## src/rtl/npc_unit_pkg.sv

```systemverilog
// npc_unit shared definitions.
// Control-flow opcodes and the default reset vector.
package npc_unit_pkg;

  typedef enum logic [1:0] {
    NPC_SEQ = 2'd0,
    NPC_BR  = 2'd1,
    NPC_J   = 2'd2,
    NPC_JR  = 2'd3
  } npc_op_e;

  localparam logic [31:0] NPC_RESET_PC = 32'h0000_3000;

  // Word-aligned, sign-extended branch displacement.
  function automatic logic [31:0] br_offset(
    input logic [15:0] imm16
  );
    br_offset = {{14{imm16[15]}}, imm16, 2'b00};
  endfunction

endpackage

```

## src/rtl/npc_unit_target.sv

```systemverilog
// npc_target: redirect target for the D-stage instruction.
// Pure combinational; SEQ yields the fall-through d_pc + 4.
module npc_target
  import npc_unit_pkg::*;
(
  input  logic [1:0]  npc_op,
  input  logic [31:0] d_pc,
  input  logic [15:0] d_imm16,
  input  logic [25:0] d_index26,
  input  logic [31:0] d_rs_val,
  output logic [31:0] target
);

  logic [31:0] pc_plus4;

  assign pc_plus4 = d_pc + 32'd4;

  // Select the target by control-flow class.
  always_comb begin
    target = pc_plus4;
    unique case (npc_op)
      NPC_SEQ: target = pc_plus4;
      NPC_BR:  target = pc_plus4 + br_offset(d_imm16);
      NPC_J:   target = {d_pc[31:28], d_index26, 2'b00};
      NPC_JR:  target = d_rs_val;
      default: target = pc_plus4;
    endcase
  end

endmodule

```

## src/rtl/npc_unit.sv

```systemverilog
// npc_unit: fetch PC owner and control-flow resolver.
// Holds a taken redirect while imem is busy so it is never lost.
module npc_unit
  import npc_unit_pkg::*;
#(
  parameter logic [31:0] RESET_PC = NPC_RESET_PC,
  parameter int          ADDR_W   = 32
) (
  input  logic              clk,
  input  logic              reset,
  input  logic              stall,
  input  logic              imem_ready,
  input  logic              d_valid,
  input  logic [ADDR_W-1:0] d_pc,
  input  logic [1:0]        npc_op,
  input  logic              cmp_cond,
  input  logic [15:0]       d_imm16,
  input  logic [25:0]       d_index26,
  input  logic [ADDR_W-1:0] d_rs_val,
  output logic [ADDR_W-1:0] f_pc,
  output logic              imem_req,
  output logic [ADDR_W-1:0] d_link,
  output logic              redirect_pending,
  output logic              f_adel
);

  logic [31:0] f_pc_q, f_pc_d;
  logic [31:0] pend_tgt_q, pend_tgt_d;
  logic        pend_q, pend_d;
  logic [31:0] target;
  logic        redirect;

  npc_target u_target (
    .npc_op    (npc_op),
    .d_pc      (d_pc),
    .d_imm16   (d_imm16),
    .d_index26 (d_index26),
    .d_rs_val  (d_rs_val),
    .target    (target)
  );

  // A not-taken branch is not a redirect; bubbles never redirect.
  always_comb begin
    redirect = 1'b0;
    if (d_valid) begin
      unique case (npc_op)
        NPC_BR:  redirect = cmp_cond;
        NPC_J:   redirect = 1'b1;
        NPC_JR:  redirect = 1'b1;
        default: redirect = 1'b0;
      endcase
    end
  end

  // Next PC / pending state; stall dominates, a live redirect beats pending.
  always_comb begin
    f_pc_d     = f_pc_q;
    pend_tgt_d = pend_tgt_q;
    pend_d     = pend_q;
    if (stall) begin
      f_pc_d = f_pc_q;
    end else if (imem_ready) begin
      if (redirect)
        f_pc_d = target;
      else if (pend_q)
        f_pc_d = pend_tgt_q;
      else
        f_pc_d = f_pc_q + 32'd4;
      pend_d = 1'b0;
    end else if (redirect) begin
      pend_tgt_d = target;
      pend_d     = 1'b1;
    end
  end

  // State registers with synchronous reset.
  always_ff @(posedge clk) begin
    if (reset) begin
      f_pc_q     <= RESET_PC;
      pend_tgt_q <= '0;
      pend_q     <= 1'b0;
    end else begin
      f_pc_q     <= f_pc_d;
      pend_tgt_q <= pend_tgt_d;
      pend_q     <= pend_d;
    end
  end

  assign f_pc             = f_pc_q;
  assign imem_req         = ~reset;
  assign d_link           = d_pc + 32'd8;
  assign redirect_pending = pend_q;
  assign f_adel           = |f_pc_q[1:0];

endmodule

```

## config.mk

```make
export PLATFORM = sky130hd
export DESIGN_NAME = npc_unit
export DESIGN_NICKNAME = d
export VERILOG_FILES = /design/src/rtl/npc_unit_pkg.sv /design/src/rtl/npc_unit_target.sv /design/src/rtl/npc_unit.sv
export SDC_FILE = /design/constraint.sdc
export NUM_CORES = 1
export LEC_CHECK = 0
export CAP_MARGIN = 20
export CORE_ASPECT_RATIO = 0.9
export CORE_MARGIN = 2
export CORE_UTILIZATION = 30
export DETAILED_ROUTE_END_ITERATION = 8
export PLACE_DENSITY = 0.51
export SYNTH_ARGS = -nofsm -noshare
export SYNTH_HDL_FRONTEND = slang
export SYNTH_HIERARCHICAL = 1
export SYNTH_SLANG_ARGS = --single-unit
```

## constraint.sdc

```tcl
create_clock -name clk -period 6.1 [get_ports clk]
set_input_delay 1.22 -clock clk [delete_from_list [all_inputs] [get_ports clk]]
set_output_delay 1.22 -clock clk [all_outputs]
set_load 0.01 [all_outputs]
```

==> summary.md, run 1 <==
| Metric | Value |
|---|---|
| Clk sinks | 65 |
| Critical path type | input pin to flop |
| Slew headroom | 0.337 |
| Area contributors post-synth | dfxtp_1 18%, nand2_1 7.4%, mux4_2 7.2%, a21oi_1 6.3%, xnor2_1 6.3% |
| Routed vias/inst | 5.48 |
| Post-synth EDFFs | 0 |
| Routed wire length | 27500 um |
| CTS Hold Buffers Added | 0 |
| HPWL after DPL | around 21000 um |
| RSZ-0062 raised after global routing | false |
| Max-cap violation count | 0 |
| Sw Share | 0.339 |
| Pint | 1.06 mW |
| CTS tree | yes |
| Worst Hold Class | flop to flop |
| Largest net degree at the start of global routing | 54 |
| Overall Global Routing Usage | 0.216 |
| CTS clk-pin slew, worst paths | approximately 60 ps |
| Final Hold Slack | 449 ps |
| Die span in y | 151 um |
| Final setup skew | 5.62 ps |
| Die ar. | ~25000 um^2 |
| Synth area leader | dfxtp_1 |
| Crit share post-route | 0.883 |
| Final setup viols | 0 |
| P per Cell Area | 166 nW/um^2 |
| Vias in the first global route | 7539 |
| Gpl congestion | 0.875 |
| Core area | 23500 um^2 |
| Leak | 3.46 nW |
| Standard-cell rows | 53 |
| Fin. Hold Viols | 0 |
| Status | finished with violations |
| Drt drc | 11 |
| Synth Area in Simple Gates | 0.274 |
| First-pass GRT wire length | 43200 um |
| Prevailing post-synth register cell | dfxtp_1 |
| XOR/XNOR Fraction of Synth Area | 0.108 |
| Initial Util | 0.307 |
| H-tree Lvls | 3 |
| Syn_nets | 1125 |
| Synth top area share | 0.180 |
| ANT cells | 0 |
| Count of buffers from port buffering | 180 |
| Detailed Routing Iterations Pass 1 | 7 |
| Clock share of power | 0.327 |
| Die W | 167 um |
| Fraction of registers with async set/reset | 0 |
| Fmax | 186 MHz |
| CP Launch Type | input pin |
| Combinational power share | 0.379 |
| Worst Tran Pin Value | about 1000 ps |
| Mapped Cells | 974 |
| Final min period | 5390 ps |
| Initial antenna violation count | 1 |
| Yosys warns | 6 |
| Seq cells post-synth | 65 |
| Adder-Cell Fraction of Synth Area | 0.0652 |
| Failing checks | design-rule violations |
| DRT antenna net count | 0 |
| Sequential Power Share | 0.295 |
| Max VDD drop | 0.105 mV |
| Io pins | roughly 180 |
| Multiplexer share of the synthesized area | 0.0928 |
| Mean Syn Cell Area | 7.41 um^2 |
| FF+latch area | 1300 um^2 |
| Starting DRT DRC Count | approximately 600 |
| Overflow after GRT | 0 |
| Routed WL per cell | 19.1 um |
| Critical Path AT | 5630 ps |
| Post-CTS Setup Bufs | 0 |
| Clk buf depth | 2 |
| Fillcell total | about 2400 |
| Worst EP required | 6340 ps |
| Vias | 7870 |
| Latest clock arrival within the worst-skew pair | between 300 and 400 ps |
| Num CTS Buffers | 9 |
| Fraction of layout cells with a size suffix above 1 | 0.0758 |
| Switching pwr | 0.541 mW |
| Sequential element share of the synthesized area | 0.180 |
| Largest family of logic cells by synthesized area | simple AND/OR/NAND/NOR gates |
| Crit-path max FO | 5 |
| Most common cell after layout, fill and taps aside | clkdlybuf4s50_1 |
| Most frequent cells in the layout | 177 x clkdlybuf4s50_1, 143 x nand2_1, 91 x a21oi_1, 65 x dfxtp_1, 62 x nor2_1 |
| Distinct cells, synth | 69 |
| Syn-to-layout area delta | 33.0% |
| CTS resizes | 0 |
| Clock root buffer | clkbuf_16 |
| Setup TNS | 0 ps |
| Multi-input gate area | 5590 um^2 |
| Crit. End Element | flop |
| Pins Over Slew Limit | 0 |
| Final nets | 1281 |
| Post-synthesis compound-gate area fraction | 0.234 |
| Synthesized area | around 7200 um^2 |
[cell families (layout without fill, tap and decap cells)]
| logic type | count (synthesis) | after routing |
|---|---|---|
| compound gates | 266 | 266 |
| fa+ha+maj | 37 | 37 |
| buf+inv | 81 | 242 |
| xor+xnor | 89 | 89 |
| mux | 38 | 38 |
| simple gates | 398 | 398 |
| flops | 65 | 65 |
[state kept, by name (all words and copies together) (netlist names)]
| signal | flops |
|---|---|
| pend_tgt_q | 32 |
| redirect_pending | 1 |
| f_pc | 32 |
[final cells by class]
| class | instances | share of cell area |
|---|---|---|
| clock buffer | 13 | 0.0261 |
| tap | 302 | 0.0394 |
| clock inverter | 3 | 0.00417 |
| inverter | 26 | 0.0102 |
| sequential | 65 | 0.136 |
| multi-input combinational | 828 | 0.583 |
| timing repair buffer | 200 | 0.202 |
[power by group through the flow]
stage                     registers (mW)  clock network [mW]  logic, mW
after floorplan                    0.476                   0      0.349
after global placement             0.480                   0      0.605
after detailed placement           0.480                   0      0.603
after CTS                          0.471               0.527      0.606
after global routing               0.474               0.547      0.663
final                              0.471               0.522      0.605
[critical path: stages]
cell	delay, ps
clkdlybuf4s50_1	470
and3_1	190
and3_1	340
and3_1	230
and3_1	170
xor2_1	320
ha_1	340
a21oi_1	300
o211ai_1	130
o21ai_1	290
o21ai_0	240
nor3b_1	200
a22o_1	230
a211oi_1	350
and3_1	210
a31oi_1	40
o31a_1	130
o32ai_1	210
[stage by stage]
stage	worst slack [ps]	power [mW]	area, um^2	cells	util
2_1_floorplan	1490	0.825	7210	974	-
4_1_cts	676	1.60	9600	1437	0.409
3_3_place_gp	357	1.09	9310	1421	0.396
6_report	713	1.60	9600	1437	0.409
5_1_grt	289	1.68	9600	1437	0.409
3_5_place_dp	340	1.08	9310	1421	0.396
[synthesized netlist by cell type, types with 3 or more instances]
library cell and instances:
nand2_1 143, a21oi_1 91, dfxtp_1 65, nor2_1 62
nand3_1 52, xnor2_1 52, o21ai_0 48, clkbuf_1 38
xor2_1 37, ha_1 36, nand4_1 28, inv_1 26
mux4_2 23, nor3_1 22, o211ai_1 21, a211oi_1 20
and3_1 17, mux2i_1 14, or3_1 12, a21o_1 11
and4_1 11, nand2b_1 11, a31oi_1 9, and2_1 7
buf_2 7, nor4_1 7, o21a_1 7, o21bai_1 7
nor2b_1 6, a221oi_1 5, buf_1 5, o21ai_1 5
a31o_2 4, buf_4 4, o31a_1 4, or2_2 4
a21oi_2 3, a31o_1 3, nor3_2 3, o31ai_1 3
o32ai_1 3
[metal layers]
layer,wire (um),up-vias,track usage,share of wire
met1,12800,3698,0.294,0.47
met3,1920,22,0.0517,0.070
met2,12500,250,0.357,0.45
met4,274,0,0.0274,0.010
met5,0,-,0,0
li1,-,3900,-,-
[path summary, 6_finish.rpt]
kind,from,endpoint,slack (ps),depth (start not counted)
min reg2reg,pend_tgt_q[14],pend_tgt_q[14],450,2
min,pend_tgt_q[14],pend_tgt_q[14],450,2
max,d_pc[5],f_pc[24],710,18
max reg2reg,f_pc[11],f_pc[23],3750,5
Power figures use the tool's default switching activity.
==> run 2, diff against run 1 <==
- CORE_UTILIZATION: 30 -> 51
- CTS_CLUSTER_DIAMETER: not set -> 150
- PLACE_DENSITY: 0.51 -> 0.87
==> summary.md, run 2 (synthesis results as in run 1) <==
| Metric | Value |
|---|---|
| Hold Crit Endpoint | pend_tgt_q[26] |
| R2r worst-path depth | 5 (unchanged) |
| CTS tree | yes |
| CTS Hold Buffers Added | 0 (unchanged) |
| Fin. Hold Viols | 0 (unchanged) |
| Die ar. | 15100 um^2 (-40%) |
| Crit. End Element | flop |
| Final core occ | 0.677 (+0.268) |
| Overall Global Routing Usage | 0.317 (+0.101) |
| Routed vias/inst | 6.15 (+12%) |
| Cell Chain, Critical Path | clkdlybuf4s50_1, ha_1, nand4_1, nor3_2, nand3_1, nor2_1, nand3_1, xnor2_1, ha_1, and3_2, nand2_1, a2111oi_0, a21boi_0, nor3_1, xnor2_1, mux4_2, nand2_1, a31o_2, a31oi_1 |
| Clock root buffer | clkbuf_16 |
| Detailed Routing Iterations Pass 1 | 8 (+1) |
| Routed WL per cell | 18.3 um (-4.4%) |
| Vias | 8116 (+3.1%) |
| Worst EP required | 6270 ps (-70 ps) |
| CP Launch Type | input pin |
| Critical Path AT | 5810 ps (+180 ps) |
| Final setup skew | 3.50 ps (-2.13 ps) |
| Crit share post-route | 0.924 (+0.0409) |
| R2R Path End | f_pc[23] |
| Core area | 13900 um^2 (-41%) |
| DRT antenna net count | 0 (unchanged) |
| Max VDD drop | 0.150 mV (+43%) |
| CTS resizes | 0 (unchanged) |
| Die span in y | 117 um (-23%) |
| Reg-to-Reg Start | f_pc[11] |
| HP Start | pend_tgt_q[26] |
| Final nets | 1273 (-0.62%) |
| Gpl congestion | 0.957 (+9.4%) |
| Routed wire length | 24100 um (-12%) |
| HPWL after DPL | 17800 um (-14%) |
| CP max stage delay | 620 ps (+150 ps) |
| Clk buf depth | 2 (unchanged) |
| Hold depth | 2 (unchanged) |
| Worst Tran Pin Value | 980 ps (-14.0 ps) |
| Overflow after GRT | 0 (unchanged) |
| Largest net degree at the start of global routing | 55 (+1.9%) |
| Final setup viols | 0 (unchanged) |
| Setup TNS | 0 ps (unchanged) |
| Standard-cell rows | 41 (-23%) |
| Count of buffers from port buffering | 180 (unchanged) |
| Max-cap violation count | 0 (unchanged) |
| Worst reg-to-reg setup slack | 3690 ps (-60 ps) |
| H-tree Lvls | 3 (unchanged) |
| Clk sinks | 65 (unchanged) |
| P per Cell Area | 168 nW/um^2 (+1.2%) |
| Most frequent cells in the layout | 177 x clkdlybuf4s50_1, 143 x nand2_1, 91 x a21oi_1, 65 x dfxtp_1, 62 x nor2_1 |
| ANT cells | 0 (unchanged) |
| Total power | 1.59 mW (-0.76%) |
| Initial Util | 0.519 (+0.212) |
| Crit-path max FO | 8 (+3) |
| Io pins | 181 (unchanged) |
| Starting DRT DRC Count | 840 (+40%) |
| Worst Hold Class | flop to flop |
| Pins Over Slew Limit | 0 (unchanged) |
| RSZ-0062 raised after global routing | false |
| Drt drc | 0 (-11) |
| Initial antenna violation count | 0 (-1) |
| Slew headroom | 0.345 (+0.00796) |
| Num CTS Buffers | 9 (unchanged) |
| Latest clock arrival within the worst-skew pair | 340 ps (about the same) |
| Fraction of layout cells with a size suffix above 1 | 0.0692 (-0.00656) |
| Status | completed |
| Setup crit start | d_pc[3] |
| Post-CTS Setup Bufs | 0 (unchanged) |
| Vias in the first global route | 7551 (+0.16%) |
| CTS clk-pin slew, worst paths | 50 ps (about the same) |
| Critical Path Slowest Stage Cell | clkdlybuf4s50_1 |
| Fmax | 177 MHz (-4.4%) |
| Die W | 129 um (-23%) |
| Critical path type | input pin to flop |
| First-pass GRT wire length | 38000 um (-12%) |
| Most common cell after layout, fill and taps aside | clkdlybuf4s50_1 |
| Syn-to-layout area delta | 30.5% |
| Final min period | 5640 ps (+250 ps) |
| Leak | 3.42 nW (-0.99%) |
run 2: worst max-delay path, delay by kind of cell:
| kind | cells | cell delay, ps |
|---|---|---|
| mux | 1 | 470 |
| simple gates | 9 | 1500 |
| buf+inv | 1 | 620 |
| compound gates | 4 | 1020 |
| fa+ha+maj | 2 | 680 |
| xor+xnor | 2 | 300 |
run 2: worst max-delay path by stage:
stage	to	slack, ps
4_1_cts	f_pc[25]	670
2_1_floorplan	f_pc[30]	1490
3_3_place_gp	f_pc[25]	590
5_1_grt	f_pc[29]	280
3_5_place_dp	f_pc[25]	300
6_report	f_pc[25]	460
run 2: power breakdown:
part | internal (mW) | switching (mW)
Combinational | 0.284 | 0.314
Clock | 0.326 | 0.190
Sequential | 0.444 | 0.0261
run 2: layout make-up:
class | instances | area, um^2
Sequential cell | 65 | 1300
Clock buffer | 13 | 250
Fill cell | 1207 | 4490
Inverter | 26 | 97.6
Tap cell | 193 | 241
Multi-Input combinational cell | 828 | 5600
Clock inverter | 3 | 40.0
Timing Repair Buffer | 192 | 1880
run 2: metrics by stage:
| step | worst slack, ps | cell area, um^2 | instances | hold WS, ps |
|---|---|---|---|---|
| 2_1_floorplan | 1490 | 7210 | 974 | 431 |
| 3_3_place_gp | 587 | 9110 | 1303 | 438 |
| 3_5_place_dp | 300 | 9110 | 1303 | 442 |
| 4_1_cts | 667 | 9400 | 1319 | 449 |
| 5_1_grt | 278 | 9410 | 1320 | 465 |
| 6_report | 464 | 9410 | 1320 | 449 |
run 2: metal layers:
metal | routed length (um) | global-route usage
met1 | 10000 | 0.404
met2 | 11000 | 0.528
met3 | 2120 | 0.0718
met4 | 950 | 0.120
met5 | 0 | 0
==> run 3, diff against run 2 <==
- GPL_TIMING_DRIVEN: not set -> 0
==> summary.md, run 3 (synthesis results as in run 1) <==
| Metric | Value |
|---|---|
| Pint | 1.06 mW (+0.20%) |
| Final setup skew | 5.63 ps (+2.14 ps) |
| Clk sinks | 65 (unchanged) |
| Syn-to-layout area delta | 32.1% |
| Fmax | 172 MHz (-3.2%) |
| Die ar. | 15100 um^2 (unchanged) |
| Pins Over Slew Limit | 0 (unchanged) |
| Initial antenna violation count | 0 (unchanged) |
| CTS tree | yes |
| Num CTS Buffers | 9 (unchanged) |
| Detailed Routing Iterations Pass 1 | 6 (-2) |
| RSZ-0062 raised after global routing | false |
| Routed vias/inst | 6.18 (+0.51%) |
| P per Cell Area | 168 nW/um^2 (-0.39%) |
| Standard-cell rows | 41 (unchanged) |
| PnR worst setup slack | 278 ps (-186 ps) |
| Total power | 1.60 mW (+0.84%) |
| Die span in y | 117 um (unchanged) |
| Initial Util | 0.519 (unchanged) |
| Count of buffers from port buffering | 178 (-1.1%) |
| Status | completed |
| Fin. Hold Viols | 0 (unchanged) |
| Largest net degree at the start of global routing | 17 (-69%) |
| Critical Path AT | 6010 ps (+200 ps) |
| Gpl congestion | 1.01 (+5.1%) |
| Most frequent cells in the layout | 178 x clkdlybuf4s50_1, 143 x nand2_1, 91 x a21oi_1, 65 x dfxtp_1, 62 x nor2_1 |
| ANT cells | 0 (unchanged) |
| Crit share post-route | 0.954 (+0.0304) |
| Overall Global Routing Usage | 0.327 (+0.0100) |
| DRT antenna net count | 0 (unchanged) |
| CTS clk-pin slew, worst paths | 50 ps (about the same) |
| HPWL after DPL | 20000 um (+12%) |
| Overflow after GRT | 0 (unchanged) |
| Vias | 8411 (+3.6%) |
| Sw Share | 0.339 (+0.00424) |
| Switching pwr | 0.542 mW (+2.1%) |
| Most common cell after layout, fill and taps aside | clkdlybuf4s50_1 |
| Max VDD drop | 0.126 mV (-16%) |
| Fraction of layout cells with a size suffix above 1 | 0.0625 (-0.00671) |
| Starting DRT DRC Count | 1140 (+36%) |
| Core area | 13900 um^2 (unchanged) |
| Die W | 129 um (unchanged) |
| Io pins | 181 (unchanged) |
| Clock root buffer | clkbuf_16 |
| Final core occ | 0.685 (+0.00837) |
| Crit. End Element | flop |
| Crit-path max FO | 8 (unchanged) |
| Sequential Power Share | 0.292 (-0.005) |
| Combinational power share | 0.384 (+0.007) |
| Vias in the first global route | 7661 (+1.5%) |
| Post-CTS Setup Bufs | 0 (unchanged) |
| Final nets | 1314 (+3.2%) |
| Setup TNS | 0 ps (unchanged) |
| First-pass GRT wire length | 39000 um (+2.6%) |
| Slew headroom | 0.333 (-0.0119) |
| Critical path type | input pin to flop |
| Final setup viols | 0 (unchanged) |
| Routed wire length | 25400 um (+5.1%) |
| Worst Tran Pin Value | 991 ps (+10.8 ps) |
| Cell Chain, Critical Path | clkdlybuf4s50_1, ha_1, nand4_1, nor3_2, nand3_1, nor2_1, nand3_1, xnor2_1, ha_1, and3_2, nand2_1, a2111oi_0, a21boi_1, o311ai_0, a221oi_1, o31a_1, a221oi_1, a211oi_1 |
| Routed WL per cell | 18.6 um (+1.9%) |
| Final Hold Slack | 451 ps (+2.11 ps) |
| CP top delay family | compound AO/OA/AOI/OAI gates |
| Latest clock arrival within the worst-skew pair | 340 ps (about the same) |
| Leak | 3.45 nW (+0.84%) |
| Drt drc | 0 (unchanged) |
| Clock share of power | 0.324 (-0.002) |
| CP Launch Type | input pin |
| Max-cap violation count | 0 (unchanged) |
| Worst EP required | 6290 ps (+20 ps) |
| H-tree Lvls | 3 (unchanged) |
| CP max stage delay | 660 ps (+40 ps) |
| Critical Path Slowest Stage Cell | o311ai_0 |
| Worst Setup Slack post-DPL | 0.815 ps (-299 ps) |
| Final min period | 5820 ps (+186 ps) |
| CP Buf/Inv Count | 1 (unchanged) |
| Clk buf depth | 2 (unchanged) |
| Worst Hold Class | flop to flop |
[run 3: cell types whose count changed in the layout (fill, tap and decap cells not counted), sizes merged]
cell           before  now
buf                15   16
clkbuf             13   52
clkdlybuf4s50     177  178
[run 3: cell type report]
type                    count  area (um^2)
multi-input cells         828         5580
inverters                  26         97.6
flip-flops and latches     65         1300
clock buffers              13          250
fillers                  1215         4370
clock inverters             3         40.0
well taps                 193          241
plain buffers              55          231
repair buffers            178         1780
[run 3: routing by layer]
metal  share of wire  GRT usage  wire, um
met1            0.41      0.448     10400
met2            0.45      0.525     11400
met3            0.12     0.0741      2960
met4           0.024     0.0855       613
met5               0          0         0
[run 3: per-stage QoR]
stage / area, um^2 / std cells
after floorplan: 7210 / 974
after global placement: 9240 / 1345
after detailed placement: 9240 / 1345
after CTS: 9530 / 1361
after global routing: 9530 / 1361
final: 9530 / 1361
[run 3: power groups by stage]
stage,Combinational [mW],Sequential [mW],Clock [mW]
finish,0.613,0.468,0.518
global route,0.657,0.470,0.538
CTS,0.600,0.467,0.517
detailed placement,0.596,0.476,0
global placement,0.588,0.475,0
floorplan,0.349,0.476,0
[run 3: tightest hold or removal path, stage by stage, from the launching register on]
cell and delay (ps):
dfxtp_1 300, nand2_1 50, a21oi_1 50
[run 3: worst paths after layout]
| path | start | endpoint | slack (ps) | cells past startpoint |
|---|---|---|---|---|
| worst max-delay path | d_pc[3] | f_pc[29] | 280 | 18 |
| worst min-delay path | pend_tgt_q[13] | pend_tgt_q[13] | 450 | 2 |
| worst max register to register | f_pc[12] | f_pc[21] | 3700 | 6 |
| worst min register to register | pend_tgt_q[13] | pend_tgt_q[13] | 450 | 2 |
[run 3: timing repair]
action                                 4_1_cts  5_1_grt
gates resized for setup                      0        1
hold buffers                                 0        0
endpoints found under the hold margin        0        0
setup endpoints to repair                    0        1
